[src/rtl/led_run_ctrl.sv]
// Running-light sequencer: walks one lit LED across N_LED outputs, lit only in the tail of each step.
// Optional bounce (ping-pong) mode when LED_RUN_PINGPONG_EN is defined; wrap mode otherwise.
module led_run_ctrl #(
    parameter int unsigned N_LED    = 4,
    parameter int unsigned T_STEP   = 20,
    parameter int unsigned ON_START = 15
) (
    input  logic             CLK,
    input  logic             RST,
    input  logic             Start,
    input  logic             Stop,
    input  logic             Hold,
    input  logic             Dir,
    output logic [N_LED-1:0] LED_Out,
    output logic             Busy,
    output logic             Step_Done,
    output logic             Lap_Done
);

    localparam int unsigned CW = (T_STEP > 0) ? $clog2(T_STEP + 1) : 1;
    localparam int unsigned PW = $clog2(N_LED);

    localparam logic [CW-1:0] T_STEP_C   = CW'(T_STEP);
    localparam logic [CW-1:0] ON_START_C = CW'(ON_START);
    localparam logic [PW-1:0] POS_LAST   = PW'(N_LED - 1);

    typedef enum logic [1:0] {
        IDLE = 2'd0,
        RUN  = 2'd1,
        HOLD = 2'd2
    } state_t;

    state_t             state_q, state_d;
    logic [CW-1:0]      count_q, count_d;
    logic [PW-1:0]      pos_q, pos_d;
    logic               rdir_q, rdir_d;
    logic [N_LED-1:0]   led_q, led_d;
    logic               step_q, step_d;
    logic               lap_q, lap_d;
    logic [N_LED-1:0]   pos_onehot;

    always_comb begin
        pos_onehot        = '0;
        pos_onehot[pos_q] = 1'b1;
    end

    always_comb begin
        state_d = state_q;
        count_d = count_q;
        pos_d   = pos_q;
        rdir_d  = rdir_q;
        led_d   = led_q;
        step_d  = 1'b0;
        lap_d   = 1'b0;

        if (Stop) begin
            state_d = IDLE;
            count_d = '0;
            led_d   = '0;
        end else begin
            case (state_q)
                IDLE: begin
                    count_d = '0;
                    led_d   = '0;
                    if (Start && !Hold) begin
                        state_d = RUN;
                        pos_d   = Dir ? POS_LAST : '0;
                        rdir_d  = Dir;
                    end
                end
                RUN, HOLD: begin
                    if (Hold) begin
                        // Everything frozen; each held edge stretches the current step by one cycle.
                        state_d = HOLD;
                    end else begin
                        state_d = RUN;
                        led_d   = (count_q >= ON_START_C) ? pos_onehot : '0;
                        if (count_q == T_STEP_C) begin
                            count_d = '0;
                            step_d  = 1'b1;
`ifdef LED_RUN_PINGPONG_EN
                            if (!rdir_q) begin
                                if (pos_q == POS_LAST) begin
                                    rdir_d = 1'b1;
                                    pos_d  = pos_q - PW'(1);
                                    lap_d  = 1'b1;
                                end else begin
                                    pos_d  = pos_q + PW'(1);
                                end
                            end else begin
                                if (pos_q == '0) begin
                                    rdir_d = 1'b0;
                                    pos_d  = pos_q + PW'(1);
                                    lap_d  = 1'b1;
                                end else begin
                                    pos_d  = pos_q - PW'(1);
                                end
                            end
`else
                            if (!rdir_q) begin
                                if (pos_q == POS_LAST) begin
                                    pos_d = '0;
                                    lap_d = 1'b1;
                                end else begin
                                    pos_d = pos_q + PW'(1);
                                end
                            end else begin
                                if (pos_q == '0) begin
                                    pos_d = POS_LAST;
                                    lap_d = 1'b1;
                                end else begin
                                    pos_d = pos_q - PW'(1);
                                end
                            end
`endif
                        end else begin
                            count_d = count_q + CW'(1);
                        end
                    end
                end
                default: begin
                    state_d = IDLE;
                    count_d = '0;
                    led_d   = '0;
                end
            endcase
        end
    end

    always_ff @(posedge CLK or posedge RST) begin
        if (RST) begin
            state_q <= IDLE;
            count_q <= '0;
            pos_q   <= '0;
            rdir_q  <= 1'b0;
            led_q   <= '0;
            step_q  <= 1'b0;
            lap_q   <= 1'b0;
        end else begin
            state_q <= state_d;
            count_q <= count_d;
            pos_q   <= pos_d;
            rdir_q  <= rdir_d;
            led_q   <= led_d;
            step_q  <= step_d;
            lap_q   <= lap_d;
        end
    end

    assign LED_Out   = led_q;
    assign Busy      = (state_q != IDLE);
    assign Step_Done = step_q;
    assign Lap_Done  = lap_q;

endmodule

[config.mk]
export PLATFORM = sky130hd
export DESIGN_NAME = led_run_ctrl
export DESIGN_NICKNAME = d
export VERILOG_FILES = /design/src/rtl/led_run_ctrl.sv
export SDC_FILE = /design/constraint.sdc
export NUM_CORES = 1
export LEC_CHECK = 0
export ABC_CLOCK_PERIOD_IN_PS = 2100
export CAP_MARGIN = 30
export CELL_PAD_IN_SITES_DETAIL_PLACEMENT = 0
export CELL_PAD_IN_SITES_GLOBAL_PLACEMENT = 1
export CORE_UTILIZATION = 40
export CTS_CLUSTER_DIAMETER = 60
export CTS_CLUSTER_SIZE = 12
export DETAILED_ROUTE_END_ITERATION = 7
export GPL_ROUTABILITY_DRIVEN = 0
export PLACE_DENSITY = 0.83
export SLEW_MARGIN = 10
export SYNTH_ARGS = -nofsm -noshare
export SYNTH_HDL_FRONTEND = slang
export SYNTH_SLANG_ARGS = --single-unit
export TNS_END_PERCENT = 100
[constraint.sdc]
create_clock -name CLK -period 2.1 [get_ports CLK]
set_input_delay 0.42 -clock CLK [delete_from_list [all_inputs] [get_ports CLK]]
set_output_delay 0.42 -clock CLK [all_outputs]
set_load 0.02 [all_outputs]
## Word-level counts from Yosys, hierarchy flattened

Index checks and enable logic that the tools add are counted.

| cells by class | value |
|---|---|
| add/subtract/negate cells | 3 |
| order comparisons | 3 |
| equality and inequality tests | 9 |
| mux-type cells | 33 |
| bitwise logic cells | 1 |
| reductions and logical operators | 10 |

Operator list:

| operator | count |
|---|---|
| $mux 2 | 10 |
| $mux 5 | 4 |
| $mux 4 | 4 |
| $mux 1 | 12 |
| $pmux 2 s2 | 2 |
| $ne 2x2->1 const B | 3 |
| $ne 3x3->1 const B | 2 |
| $add 5x1->5 const B | 1 |
| $eq 5x5->1 const B | 1 |
| $ge 5x4->1 const B | 1 |
| $reduce_and 5->1 | 1 |
| $eq 2x2->1 const B | 2 |
| $logic_not 2->1 | 2 |
| $reduce_bool 2->1 | 2 |
| $lt 2x3->1 const B | 1 |
| $reduce_and 3->1 | 1 |
| $add 2x1->2 const B | 1 |
| $demux 1 s2 | 1 |
| $eq 2x1->1 const B | 1 |
| $ge 2x1->1 const B | 1 |
| $logic_and 1x1->1 | 2 |
| $reduce_or 2->1 | 1 |
| $sub 2x1->2 const B | 1 |
| $logic_not 1->1 | 1 |
| $not 1->1 | 1 |

| storage, ports and cells | value |
|---|---|
| register bits after elaboration | 16 |
| input bits | 6 |
| word-level logic and storage cells | 66 |

## Depth between registers and ports, before layout

| logic depth | value |
|---|---|
| word-level depth | 8 |
| mapped depth | 7 |
| mapped depth without buffers | 7 |

## Worst setup path before layout

OpenSTA, ideal clock, no wires.

| path | value |
|---|---|
| path type | reg-to-reg |
| from | register state_q[0] |
| to | register pos_q[0] |
| arrival | 1,569 ps |
| required time | 2,020 ps |
| path slack | 452 ps |
| cell stages (with the launch flop) | 7 |
| buffers on the path | 0 |
| period minus slack after synthesis | 1,648 ps |
| cell sequence | dfrtp_1 -> inv_1 -> ha_1 -> a21oi_1 -> nor2_1 -> a2111oi_0 -> a2bb2oi_1 |

| between the ends | value |
|---|---|
| cells in the longest elaborated chain, start to end | 4 |

Ends and longest elaborated chain:

| item | RTL line | text |
|---|---|---|
| start: declaration | 33 | `state_t state_q, state_d;` |
| start signal: assignment | 140 | `state_q <= state_d;` |
| $eq 2x1->1 or $eq 2x2->1 (tied branches) | 61 | `case (state_q)` |
| $reduce_or 2->1 | 61 |  |
| $ne 2x2->1 (no line) or $reduce_bool 2->1 (tied branches) | -- |  |
| $reduce_and 5->1 (no line) | -- |  |
| end signal: assignment | 142 | `pos_q <= pos_d;` |
| end: declaration | 35 | `logic [PW-1:0] pos_q, pos_d;` |

Parallel ways exist; a longest one is shown, timed or not.
A chain may end at the register's enable or synchronous reset.

## Worst setup path after layout

Ends and elaborated chain as after synthesis.

==> results.py <==
metrics = {
    "global_route": {
        "grt_overflow": 0,
        "grt.total_usage_pct": 16.8,
        "grt_pass1_wl_um": 3200,
        "grt_max_degree": 21,
        "first_global_vias": 721,
        "antenna_found_initial": 0,
    },
    "die": {
        "num_rows": 17,
        "die_h_um": 50.5,
        "dieWidth_um": 50.5,
        "io_pins": 13,
        "core-area_mm2": 0.00221,
        "die_area_mm2": 0.00255,
        "start_util_pct": 42.5,
    },
    "finish": {
        "insertedDiodeCount": 0,
        "fin_util_pct": 50.5,
        "nNetsFinal": 128,
        "area_growth_pct": 18.6,
        "drive_gt1_share_pct": 10.7,
        "fin_area_mm2": 0.00112,
    },
    "clocking": {
        "cts_tree": "done",
        "numCtsBuffers": 3,
        "cts.sinks": 16,
        "htreeDepth": 1,
        "clockRootBuffer": "clkbuf_4",
        "path_clk_slew_ns": 0.10,
        "insertion_delay_ns": 0.29,
        "cts_setup_buffers": 0,
        "cts.path.max_buffers": 2,
    },
    "synth": {
        "syn_area_per_cell_um2": 9.60,
        "synth-seq-area-share_pct": 42.6,
        "ys.flop_type": "dfrtp_1",
        "async_flop_share_pct": 100,
        "synthCells": 98,
        "syn-num-nets": 113,
        "mappedNetlistArea_um2": 941,
        "ys_types": 31,
        "yosys_register_bits": 16,
        "synth_edf_count": 0,
        "yosys_warnings": 0,
    },
    "sta": {
        "setup_viol": 0,
        "worst_slew_pin_slew_ns": 0.624,
        "final.min_clock_period_ns": 1.88,
        "setup_slack_ns": 0.218,
        "drv_slew": 0,
        "hold_viol_final": 0,
        "relSlewSlack_pct": 58.4,
        "finalSetupTns_ns": 0,
        "fin_worst_skew_ns": 0.000738,
        "fmax_mhz": 531,
        "fin_crit_sh_pct": 89.6,
        "rsz0062_at_grt": "false",
    },
    "drt": {
        "wl_um": 1760,
        "drc": 0,
        "vias_per_cell": 5.13,
        "vias": 718,
        "dr.pass1.iters": 4,
        "wl_per_cell_um": 12.5,
        "postRouteAntennaNets": 0,
        "drtIter0Drc": 6,
    },
    "place": {
        "port_buffers": 12,
        "dpl_cell_area_mm2": 0.00108,
        "place_ws_ns": 0.135,
        "hpwl_um": 1260,
    },
    "critical_path": {
        "cp-end-kind": "flop",
        "crit_fanout": 8,
        "setup.worst_path.class": "reg -> reg",
        "critPathArrivalTime_ns": 2.10,
        "crit_required_ns": 2.31,
        "start_kind": "flop",
    },
    "job": {
        "max-cap-violations": 0,
    },
    "power": {
        "p_leak_nw": 0.482,
        "power_density_mw_per_mm2": 627,
        "max-vdd-ir-drop_v": 0.000472,
    },
    "run_status": {
        "status": "finished, final reports clean",
    },
    "min_path": {
        "hp-class": "in -> async",
    },
}
==> area by class of cell <==
cell class	count	area (um^2)
inverter	10	37.5
tap	28	35.0
timing repair buffer	14	134
sequential	16	400
multi-input combinational	68	473
clock buffer	4	36.3
fill	225	1100
==> kinds of logic (layout without fill, tap and decap cells) <==
group	count (synthesis)	count (layout)	synth area share (%)
compound gates	20	20	13.2
xor+xnor	1	1	0.931
fa+ha+maj	9	9	12.0
buf+inv	14	28	7.18
flops	16	16	42.6
mux	3	3	3.32
simple gates	35	35	20.9
==> where the power goes <==
part	switching [W]	internal, W
logic	0.0000736	0.0000689
registers	0.0000212	0.000326
clock network	0.000104	0.000106
==> critical path: stages (launching register included) <==
cell       delay (ns)
dfrtp_1          0.36
inv_1            0.06
ha_1             0.39
a21oi_1          0.17
nor2_1           0.06
a2111oi_0        0.54
a2bb2oi_1        0.22
==> layer usage <==
metal | routed length (um) | GRT usage (%) | up-vias | part of all wire (%)
li1 | - | - | 372 | -
met4 | 14 | 2.78 | 0 | 0.80
met3 | 59 | 5.45 | 2 | 3.4
met2 | 759 | 27.3 | 12 | 43
met5 | 0 | 0 | - | 0
met1 | 921 | 22.0 | 332 | 52
==> per-stage QoR <==
step / hold WS, ns / total power (W) / cells
after global placement: 0.512 / 0.000494 / 136
after floorplan: 0.334 / 0.000456 / 98
after global routing: 0.543 / 0.000742 / 140
final: 0.500 / 0.000699 / 140
after CTS: 0.529 / 0.000708 / 140
after detailed placement: 0.520 / 0.000497 / 136
==> cell usage in the layout (no fill, tap or decap) <==
| master | instances |
|---|---|
| a2111oi_0 | 1 |
| a21boi_0 | 1 |
| a21oi_1 | 11 |
| a2bb2oi_1 | 2 |
| a31o_2 | 1 |
| a41o_2 | 1 |
| and3_2 | 1 |
| and4b_1 | 1 |
| buf_4 | 2 |
| clkbuf_4 | 3 |
| clkbuf_8 | 1 |
| clkdlybuf4s50_1 | 11 |
| dfrtp_1 | 16 |
| dlygate4sd2_1 | 1 |
| ha_1 | 9 |
| inv_1 | 10 |
| mux2_2 | 1 |
| mux2i_1 | 2 |
| nand2_1 | 6 |
| nand2b_1 | 2 |
| nand3_1 | 2 |
| nand3b_1 | 4 |
| nand4_1 | 1 |
| nor2_1 | 8 |
| nor2b_2 | 1 |
| nor3_1 | 4 |
| nor3b_1 | 1 |
| nor4b_1 | 1 |
| o21ai_0 | 3 |
| or3_1 | 1 |
| or3b_2 | 1 |
| or4_1 | 1 |
| xnor2_1 | 1 |
==> Yosys cell counts, drive strengths merged (2+ instances only) <==
library cell	instances	area share [%]
nand2b	2	1.3
nor2	8	3.2
nand2	6	2.4
a21oi	11	5.9
ha	9	12
nand3b	4	3.2
buf	3	2.8
o21ai	3	1.6
dfrtp	16	43
nor3	4	2.1
mux2i	2	2.1
a2bb2oi	2	1.9
inv	10	4.0
nand3	2	1.1
==> worst paths after layout <==
check	start	endpoint	slack, ns	depth (start not counted)
min	RST	state_q[1]$_DFFE_PP0P_	0.50	2
max reg2reg	state_q[0]$_DFFE_PP0P_	pos_q[0]$_DFFE_PP0P_	0.22	6
min reg2reg	LED_Out[1]$_DFFE_PP0P_	LED_Out[1]$_DFFE_PP0P_	0.53	2
min in group CLK	LED_Out[1]$_DFFE_PP0P_	LED_Out[1]$_DFFE_PP0P_	0.53	2
max	state_q[0]$_DFFE_PP0P_	pos_q[0]$_DFFE_PP0P_	0.22	6
max in group asynchronous	RST	rdir_q$_DFFE_PP0P_	1.20	2
==> sequential cells by signal, summed over array words and instances (netlist names) <==
signal     cells
rdir_q         1
LED_Out        4
count_q        5
Lap_Done       1
Step_Done      1
pos_q          2
state_q        2
==> timing repair <==
action,in CTS,in global routing
endpoints found under the setup margin,1,0
resized for setup,1,0
hold buffers,0,0
(Power assumes the default switching activity.)
